`src/rtl/stage_sequencer.sv`:
```
// Multi-cycle instruction sequencer: steps FETCH/DECODE/EXECUTE/MEMORY/WRITEBACK
// with memory handshakes, a per-request wait timeout and a retired-instruction count.
module stage_sequencer #(
    parameter int MEM_TIMEOUT = 15
) (
    input  logic        clk,
    input  logic        rst,
    input  logic        run,
    input  logic        imem_ready,
    input  logic        dmem_ready,
    input  logic        is_load,
    input  logic        is_store,
    input  logic        has_rd,
    input  logic        take_branch,
    output logic        imem_req,
    output logic        ir_we,
    output logic        dmem_req,
    output logic        dmem_we,
    output logic        rf_we,
    output logic        pc_we,
    output logic        pc_src,
    output logic [2:0]  state,
    output logic        fault,
    output logic [31:0] instret
);

    localparam logic [2:0] S_IDLE      = 3'd0;
    localparam logic [2:0] S_FETCH     = 3'd1;
    localparam logic [2:0] S_DECODE    = 3'd2;
    localparam logic [2:0] S_EXECUTE   = 3'd3;
    localparam logic [2:0] S_MEMORY    = 3'd4;
    localparam logic [2:0] S_WRITEBACK = 3'd5;
    localparam logic [2:0] S_FAULT     = 3'd6;

    // The counter only has to reach MEM_TIMEOUT-1: the last waiting cycle is
    // recognised by its current value, so MEM_TIMEOUT itself is never stored.
    localparam int              CNT_W     = (MEM_TIMEOUT < 2) ? 1 : $clog2(MEM_TIMEOUT);
    localparam logic [CNT_W-1:0] WAIT_LAST = CNT_W'(MEM_TIMEOUT - 1);
    localparam bit              TMO_EN    = (MEM_TIMEOUT > 0);

    logic [2:0]       state_q,   state_d;
    logic             take_q,    take_d;
    logic [CNT_W-1:0] wait_q,    wait_d;
    logic [31:0]      instret_q, instret_d;
    logic             fault_q,   fault_d;
    logic             wait_hit;

    always_comb begin
        state_d   = state_q;
        take_d    = take_q;
        wait_d    = wait_q;
        instret_d = instret_q;
        wait_hit  = TMO_EN && (wait_q == WAIT_LAST);

        case (state_q)
            S_IDLE: begin
                if (run) begin
                    state_d = S_FETCH;
                    wait_d  = '0;
                end
            end
            S_FETCH: begin
                if (imem_ready) begin
                    state_d = S_DECODE;
                end else if (wait_hit) begin
                    state_d = S_FAULT;
                end else begin
                    wait_d = wait_q + 1'b1;
                end
            end
            S_DECODE: begin
                state_d = S_EXECUTE;
            end
            S_EXECUTE: begin
                take_d = take_branch;
                if (is_load || is_store) begin
                    state_d = S_MEMORY;
                    wait_d  = '0;
                end else begin
                    state_d = S_WRITEBACK;
                end
            end
            S_MEMORY: begin
                if (dmem_ready) begin
                    state_d = S_WRITEBACK;
                end else if (wait_hit) begin
                    state_d = S_FAULT;
                end else begin
                    wait_d = wait_q + 1'b1;
                end
            end
            S_WRITEBACK: begin
                instret_d = instret_q + 32'd1;
                if (run) begin
                    state_d = S_FETCH;
                    wait_d  = '0;
                end else begin
                    state_d = S_IDLE;
                end
            end
            S_FAULT: begin
                state_d = S_FAULT;
            end
            default: begin
                state_d = S_IDLE;
            end
        endcase

        fault_d = fault_q || (state_d == S_FAULT);
    end

    // Strobes are forced low during reset even though the state register
    // only clears on the next edge.
    always_comb begin
        imem_req = 1'b0;
        ir_we    = 1'b0;
        dmem_req = 1'b0;
        dmem_we  = 1'b0;
        rf_we    = 1'b0;
        pc_we    = 1'b0;
        pc_src   = 1'b0;
        if (!rst) begin
            case (state_q)
                S_FETCH: begin
                    imem_req = 1'b1;
                    ir_we    = imem_ready;
                end
                S_MEMORY: begin
                    dmem_req = 1'b1;
                    dmem_we  = is_store;
                end
                S_WRITEBACK: begin
                    pc_we  = 1'b1;
                    pc_src = take_q;
                    rf_we  = has_rd && !is_store;
                end
                default: begin
                    imem_req = 1'b0;
                end
            endcase
        end
    end

    always_ff @(posedge clk) begin
        if (rst) begin
            state_q   <= S_IDLE;
            take_q    <= 1'b0;
            wait_q    <= '0;
            instret_q <= 32'd0;
            fault_q   <= 1'b0;
        end else begin
            state_q   <= state_d;
            take_q    <= take_d;
            wait_q    <= wait_d;
            instret_q <= instret_d;
            fault_q   <= fault_d;
        end
    end

    assign state   = state_q;
    assign fault   = fault_q;
    assign instret = instret_q;

endmodule
```
`config.mk`:
```
export PLATFORM = sky130hd
export DESIGN_NAME = stage_sequencer
export DESIGN_NICKNAME = d
export VERILOG_FILES = /design/src/rtl/stage_sequencer.sv
export SDC_FILE = /design/constraint.sdc
export NUM_CORES = 1
export LEC_CHECK = 0
export ABC_AREA = 1
export CAP_MARGIN = 10
export CORE_MARGIN = 2
export CORE_UTILIZATION = 50
export CTS_CLUSTER_DIAMETER = 30
export DETAILED_ROUTE_END_ITERATION = 8
export GPL_ROUTABILITY_DRIVEN = 1
export PLACE_DENSITY = 0.8
export RECOVER_POWER = 25
export SYNTH_ARGS = -nofsm -noshare
export SYNTH_HDL_FRONTEND = slang
export SYNTH_SLANG_ARGS = --single-unit
```
`constraint.sdc`:
```
create_clock -name clk -period 1.84 [get_ports clk]
set_clock_uncertainty 0.05 [all_clocks]
set_input_delay 0.184 -clock clk [delete_from_list [all_inputs] [get_ports clk]]
set_output_delay 0.184 -clock clk [all_outputs]
set_load 0.05 [all_outputs]
```
==> flow_summary.ini, run 1 <==
[synthesis]
synth_top_area_share_pct = 36.7
postSynthCellCount = 346
synth_seq_cells = 41
synth_top_family_by_area = simple AND/OR/NAND/NOR gates
ys_types = 29
synth_ff_type = dfxtp_1
yosys-top-cells-area = dfxtp_1 37%, nand2_1 13%, nor2_1 11%, inv_1 7.9%, nand3_1 5.6%
synth_compound_area_share_pct = 8.28
synth_edf_count = 0
synth_top_cell_by_area = dfxtp_1
muxShareOfSynthArea_pct = 0
synth_xor_area_share_pct = 2.35
async_flop_share_pct = 0
synth-simple-area-share_pct = 42.1
ys_warn_count = 0
yosys.area_share.adder_pct = 1.68
seq_area_frac_synth_pct = 36.7
syn_nets = 358
syn_area_um2 = 2240
syn_area_per_cell_um2 = 6.47

[clock_network]
cts_max_level = 2
cts_num_sinks = 41
clockBufferDepth = 2
cts_root_buf = clkbuf_8
clk_pin_slew_ns = 0.08
cts_buffers = 5
cts_tree = done
clk_latency_ns = 0.29
hold_buffers = 0

[drt]
avgViaCountPerCell = 5.21
drc = 0
vias = 2383
ant_nets = 0
drt-pass1-iter-count = 6
drt_iter0_markers = 204
wl_per_cell_um = 12.5
wirelength_um = 5710

[sta]
rsz0062_at_grt = no
final_max_slew_viol_count = 0
max_slew_margin_pct = 60.7
setup_viol = 0
fin_crit_sh_pct = 98.2
fmax_ghz = 0.554
hold_viol_final = 0
fin_crit_ns = 1.81
tightest_slew_ns = 0.592
tns_ns = 0

[placement]
placedCellCount = 448
placed_cell_area_um2 = 2930
gp_congestion = 0.867
portBuffers = 51
dpl.hpwl_um = 4250

[final_layout]
post-route-cell-area_um2 = 2990
nets = 416
multiInputGateArea_um2 = 1250
finalNonFillerCells = 457
seq_area_um2 = 827
nFillCells = 403
final_common_cell = nand2_1
n_antenna_cell = 0
postLayoutCoreUtil_pct = 69.2
synthToLayoutAreaGrowth_pct = 33.8
layout-drive-gt1-share_pct = 11.4
final_cell_mix = 77 x nand2_1, 63 x nor2_1, 47 x inv_1

[worst_setup_path]
cp_max_fo = 4
worstSetupPathDepth = 1
critPathLaunchType = flop
critPathCapture = instret[13]
r2r_cells = 8
startpoint = instret[13]
crit_type = flop to primary output
critPathTopFamily = buffers and inverters
crit_required_ns = 1.61
r2r_start = instret[0]
critPathBufInv = 1
r2r_setup_slack_ns = 0.20
critPathCaptureType = primary output
worst_path_largest_cell_delay_ns = 0.84
crit_slowest_cell = clkdlybuf4s50_1
worstPathCellList = clkdlybuf4s50_1
arrival_ns = 1.57
r2r_end = instret[24]

[power]
peakVddDrop_mv = 0.398
combinationalPowerShare_pct = 13.5
intPower_uw = 1250
p_leak_uw = 0.00118
powerDensity_nw_per_um2 = 579
p_sw_share_pct = 28.0
p_seq_share_pct = 53.4
p_sw_uw = 486
share_clk_of_total_power_pct = 33.1

[die]
dieArea_um2 = 5030
die_h_um = 70.9
die_w_um = 70.9
core-area_um2 = 4320
start_util_pct = 51.7
rows = 24
ios = 52

[min_path]
hold_path.class = flop to flop
holdPathStages = 2

[global_routing]
grt_pass1_vias = 2260
grt_max_degree = 28
antenna_found_initial = 0
grt_pass1_wl_um = 9730
overflow = 0
grtUsageTotal_pct = 23.8

[run_status]
status = finished, final reports clean

[job]
maxCapViolations = 0
## cells by family after synthesis
logic type	after synthesis
AND/OR/NAND/NOR	208
buffers and inverters	53
flip-flops	41
AO/OA/AOI/OAI	35
XOR/XNOR	6
adder cells (fa/ha/maj)	3
## Yosys cell counts (3+ instances only)
cell type and n:
ha_1 3, nor2_1 68, inv_1 47, nand2_1 76
nand3_1 25, dfxtp_1 41, xnor2_1 3, nor3_1 9
nor3b_1 3, nand2_2 3, nand4_1 11, a21oi_1 17
xor2_1 3, nor2_4 3, o21ai_0 13, nor2_2 4
## registers in the layout, indices dropped and copies added (netlist names)
register,flops
take_q,1
state,3
fault,1
wait_q,4
instret,32
## layer usage
metal / global-route usage, % / share of wire (%) / up-vias
met5: 0 / 0 / -
met4: 8.18 / 1.3 / 0
met3: 5.27 / 6.6 / 8
met2: 41.2 / 48 / 94
met1: 29.3 / 44 / 1063
li1: - / - / 1218
## timing repair
item	4_1_cts	5_1_grt
resized for setup	1	4
buffers inserted	0	1
endpoints found under the setup margin	1	5
## worst min path at each step
stage	start	endpoint	slack (ns)
after detailed placement	fault	fault	0.40
after CTS	instret[0]	instret[0]	0.41
after floorplan	take_branch	take_q	0.30
after global routing	fault	fault	0.44
after global placement	fault	fault	0.39
final	fault	fault	0.41
## layout make-up
cell class	instances	area share [%]
clock buffers	6	2.42
clock inverters	2	0.334
inverters	48	6.10
multi-input cells	252	41.6
flip-flops and latches	41	27.6
well taps	52	2.17
repair buffers	56	19.7
## power groups by stage
stage,Sequential [µW],Combinational (µW),Clock [µW]
6_report,925,234,575
5_1_grt,927,257,621
4_1_cts,923,237,588
3_5_place_dp,943,235,0
3_3_place_gp,942,233,0
2_1_floorplan,965,126,0
## worst reg2reg max path, stage by stage (launching register included)
cell and delay, ns:
dfxtp_2 0.37, ha_1 0.17, nand3_1 0.12, nor2_4 0.15, nand2_4 0.09, nor2_4 0.22
nand3_1 0.13, xor2_1 0.17, nor2_1 0.05
## metrics by stage
| step | hold slack (ns) | setup slack [ns] | power [µW] |
|---|---|---|---|
| 2_1_floorplan | 0.299 | -0.111 | 1090 |
| 3_3_place_gp | 0.394 | 0.241 | 1180 |
| 3_5_place_dp | 0.397 | 0.228 | 1180 |
| 4_1_cts | 0.413 | 0.00285 | 1750 |
| 5_1_grt | 0.443 | 0.00722 | 1810 |
| 6_report | 0.407 | 0.0339 | 1730 |
Power figures use the tool's default switching activity.
==> run 2: changes to the inputs <==
--- a/config.mk
+++ b/config.mk
@@ -12,6 +12,7 @@
 export CTS_CLUSTER_DIAMETER = 30
 export DETAILED_ROUTE_END_ITERATION = 8
 export GPL_ROUTABILITY_DRIVEN = 1
+export GPL_TIMING_DRIVEN = 0
 export PLACE_DENSITY = 0.8
 export RECOVER_POWER = 25
 export SYNTH_ARGS = -nofsm -noshare
==> run 2 against run 1 <==
  * Clock power decreased by 0.7%
  * Critical endpoint is now instret[6]
  * Global-route usage fell by 1.1 points
  * Design area down 2.8%
  * Fmax grew 0.88%
  * Wire length fell by 2.3%
  * Combinational power is 6% lower
  * Largest power group unchanged
==> flow_summary.ini, run 2 (same netlist as run 1, synthesis figures left out) <==
[clock_network]
clk_pin_slew_ns = 0.08
clockBufferDepth = 2
post_cts_buffers = 0
cts_tree = done
clk_latency_ns = 0.29
cts_max_level = 2
post_cts_resize_count = 33
cts_num_sinks = 41
hold_buffers = 0
cts_root_buf = clkbuf_8
cts_buffers = 5

[sta]
final_max_slew_viol_count = 0
whs_ns = 0.401
fin_crit_sh_pct = 97.3
hold_viol_final = 0
fmax_ghz = 0.559
setup_viol = 0
max_slew_margin_pct = 63.0
fin_crit_ns = 1.79
setup_ws_ns = 0.0497
tightest_slew_ns = 0.556
rsz0062_at_grt = yes

[die]
die_h_um = 70.9
die_w_um = 70.9
ios = 52
start_util_pct = 51.7
rows = 24
core-area_um2 = 4320
dieArea_um2 = 5030

[min_path]
hold_path.class = input pin to flop

[placement]
post-place-ws_ns = -0.366
portBuffers = 50
placed_cell_area_um2 = 2830
dpl.hpwl_um = 4230
placedCellCount = 448
gp_congestion = 0.913

[run_status]
status = finished, final reports clean

[drt]
wl_per_cell_um = 12.2
avgViaCountPerCell = 5.17
drt-pass1-iter-count = 4
drc = 0
drt_iter0_markers = 182
ant_nets = 0
wirelength_um = 5580
vias = 2359

[power]
peakVddDrop_mv = 0.515
combinationalPowerShare_pct = 12.9
p_total_uw = 1710
share_clk_of_total_power_pct = 33.3
p_sw_share_pct = 28.0
intPower_uw = 1230
powerDensity_nw_per_um2 = 589
p_seq_share_pct = 53.8
p_leak_uw = 0.00118
p_sw_uw = 480

[final_layout]
nets = 415
post-route-cell-area_um2 = 2910
n_antenna_cell = 0
final_cell_mix = 76 x nand2_1, 63 x nor2_1, 47 x inv_1
layout-drive-gt1-share_pct = 10.6
largest_reg_flops = 32
synthToLayoutAreaGrowth_pct = 30.0
finalNonFillerCells = 456
final_common_cell = nand2_1

[worst_setup_path]
crit_type = flop to primary output
critPathCaptureType = primary output
critPathBufInv = 1
crit_slowest_cell = clkdlybuf4s50_1
cp_max_fo = 6
worstPathCellList = clkdlybuf4s50_1
worst_path_largest_cell_delay_ns = 0.84
arrival_ns = 1.56
crit_required_ns = 1.61
critPathTopFamily = buffers and inverters
r2r_setup_slack_ns = 0.16
critPathLaunchType = flop

[global_routing]
overflow = 0
antenna_found_initial = 0
grt_pass1_vias = 2179
grt_max_degree = 13
grt_pass1_wl_um = 9290
grtUsageTotal_pct = 22.8

[job]
maxCapViolations = 0
[run 2: cell count changes in the layout (fill, tap and decap cells not counted), sizes merged]
cell	before	now
buf	10	4
dlymetal6s2s	0	1
dlygate4sd2	0	2
clkdlybuf4s15	0	2
[run 2: final timing paths]
path,to,cells past startpoint,startpoint
max,instret[6],1,instret[6]
min,state[2],2,rst
min reg2reg,fault,2,fault
max reg2reg,wait_q[2],9,state[1]
[run 2: cell type report]
type	count	area, µm²
Clock inverter	2	10.0
Inverter	48	180
Sequential cell	41	826
Fill cell	392	1420
Timing Repair Buffer	50	485
Multi-Input combinational cell	252	1250
Tap cell	52	65.1
Buffer	5	21.3
Clock buffer	6	72.6
[run 2: power by group through the flow]
stage / Sequential, µW / Clock, µW / Combinational, µW
floorplan: 965 / 0 / 126
global placement: 942 / 0 / 217
detailed placement: 942 / 0 / 221
CTS: 922 / 581 / 219
global route: 925 / 606 / 242
finish: 923 / 571 / 221
[run 2: metal layers]
layer	track usage, %	vias up	share of wire (%)
li1	-	1213	-
met1	29.3	1079	44
met2	38.9	63	49
met3	4.27	4	6.0
met4	6.71	0	0.68
met5	0	-	0
[run 2: stage by stage]
stage	TNS, ns	utilization (%)
floorplan	-0.221	-
global placement	-2.00	65.5
detailed placement	-2.12	65.5
CTS	0	67.2
global route	-0.0196	67.3
finish	0	67.3
==> RTL change, RTL diff (flow settings as in run 1) <==
Set the parameter `MEM_TIMEOUT` to 17 (it was 15).
--- a/src/rtl/stage_sequencer.sv
+++ b/src/rtl/stage_sequencer.sv
@@ -1,7 +1,7 @@
 // Multi-cycle instruction sequencer: steps FETCH/DECODE/EXECUTE/MEMORY/WRITEBACK
 // with memory handshakes, a per-request wait timeout and a retired-instruction count.
 module stage_sequencer #(
-    parameter int MEM_TIMEOUT = 15
+    parameter int MEM_TIMEOUT = 17
 ) (
     input  logic        clk,
     input  logic        rst,
Check against the original RTL: no difference found for any inputs over 10 cycles, from zero or initial values and one cycle with rst high; that may be too few to reach the edited logic, so the function may still have changed.
==> RTL change against run 1 <==
Sequential cell count up 1. Critical path depth is the same. Fmax up 1.3%. Core utilization shrank 0.75 points. Count of clock-buffer cells in the layout unchanged. Via count rose by 13%. Wire length is 12% higher. Worst setup slack improved by 0.023 ns. Design area increased by 10%. Sequential power is 1% higher. Total power down 0.82%. Area after synthesis grew 14%. Critical path type unchanged. Largest cell class unchanged. Largest power group unchanged.
==> RTL change: results (changes against run 1) <==
Global route
  • Vias in the first global route: 2540 (was 2260)
  • Largest net degree at the start of global routing: 16 (was 28)
  • First-pass GRT wire length: 10.8 mm (was 9.73 mm)
  • GRT Total Usage: 0.245 (was 0.238)
  • Grt met1 use: 0.284 (was 0.293)
  • Met3 usage: 0.0608 (was 0.0527)
  • GR Util met2: 0.428 (was 0.412)

Logic synthesis
  • Synth top area cells: dfxtp_1 33%, nand2_1 19%, nor2_1 12% (was dfxtp_1 37%, nand2_1 13%, nor2_1 11%)
  • Synth Instances: 414 (was 346)
  • Post-Synth Adder-Cell Area: 0.0147 (was 0.0168)
  • Area share of the largest cell type after synthesis: 0.330 (was 0.367)
  • Post-synthesis sequential area ratio: 0.330 (was 0.367)
  • Synth unique cells: 35 (was 29)
  • Synth Area in XOR/XNOR: 0.0241 (was 0.0235)
  • Most common library cells after synthesis: 131 x nand2_1, 80 x nor2_1, 46 x inv_1 (was 76 x nand2_1, 68 x nor2_1, 47 x inv_1)
  • Syn Nets: 426 (was 358)

Placement
  • Setup WS pre-CTS: 0.174 ns (was 0.228 ns)
  • Hpwl dp: 4.93 mm (was 4.25 mm)
  • Post-DP Area: 3240 um^2 (was 2930 um^2)
  • RD Place Congestion: 0.952 (was 0.867)
  • DP Cell Count: 532 (was 448)

Setup path
  • Worst Path Arrival: 1.55 ns (was 1.57 ns)
  • Crit path launch: instret[18]$_SDFFE_PP0N_ (was instret[13]$_SDFFE_PP0N_)
  • Reg2reg start: state[0]$_SDFF_PP0_ (was instret[0]$_SDFFE_PP0N_)
  • Critical Path Source Type: register (unchanged)
  • CP Max Fanout: 5 (was 4)
  • R2R depth: 10 (was 8)

Timing
  • Peak Freq: 561 MHz (was 554 MHz)
  • Rel. slew slack: 0.599 (was 0.607)

Detailed routing
  • Vias/cell: 5.01 (was 5.21)
  • Wire per inst: 11.8 um (was 12.5 um)
  • DR iter-0 viols: 114 (was 204)
  • DR pass1 iterations: 4 (was 6)

Power
  • Sw power: 435 uW (was 486 uW)
  • Worst VDD drop: 0.267 mV (was 0.398 mV)
  • Lkg Pwr: 0.00124 uW (was 0.00118 uW)

Finish
  • Nets@finish: 486 (was 416)
  • Fin cells: 540 (was 457)
  • Ratio of cells with drive above 1 in the final layout: 0.112 (was 0.114)
  • FILL cells: 429 (was 403)

Run status
  • Status: completed (unchanged)
[RTL change: cell type report]
cell class / count / area (um^2) / share of cell area
clock buffers: 6 / 82.6 / 0.0250
inverters: 49 / 184 / 0.0557
multi-input cells: 317 / 1510 / 0.459
flip-flops and latches: 42 / 843 / 0.256
well taps: 67 / 83.8 / 0.0254
repair buffers: 59 / 592 / 0.179
[RTL change: how the worst min path moves through the flow]
stage | start | end | slack [ns] | depth (start not counted)
final | instret[8]$_SDFFE_PP0N_ | instret[8]$_SDFFE_PP0N_ | 0.42 | 2
after floorplan | take_branch | take_q$_SDFFE_PP0P_ | 0.30 | 2
after global routing | instret[8]$_SDFFE_PP0N_ | instret[8]$_SDFFE_PP0N_ | 0.46 | 2
after detailed placement | instret[8]$_SDFFE_PP0N_ | instret[8]$_SDFFE_PP0N_ | 0.41 | 2
after CTS | instret[8]$_SDFFE_PP0N_ | instret[8]$_SDFFE_PP0N_ | 0.42 | 2
after global placement | instret[8]$_SDFFE_PP0N_ | instret[8]$_SDFFE_PP0N_ | 0.41 | 2
[RTL change: metal layers]
metal	part of all wire	vias to the layer above
met5	0	-
met1	0.42	1191
li1	-	1407
met2	0.49	88
met3	0.070	18
met4	0.025	0
[RTL change: metrics by stage]
step	utilization	power [uW]
2_1_floorplan	-	1080
3_3_place_gp	0.672	1150
3_5_place_dp	0.672	1150
4_1_cts	0.692	1740
5_1_grt	0.685	1800
6_report	0.685	1720
[RTL change: power groups by stage]
stage               Clock (uW)  Combinational, uW  Sequential (uW)
floorplan                    0                116              967
global placement             0                190              957
detailed placement           0                193              957
CTS                        606                194              936
global route               647                216              938
finish                     590                194              936
[RTL change: repair_timing]
item	CTS	global route
pin swaps	1	0
resized for setup	0	6
setup buffers	2	0
setup endpoints to repair	1	7
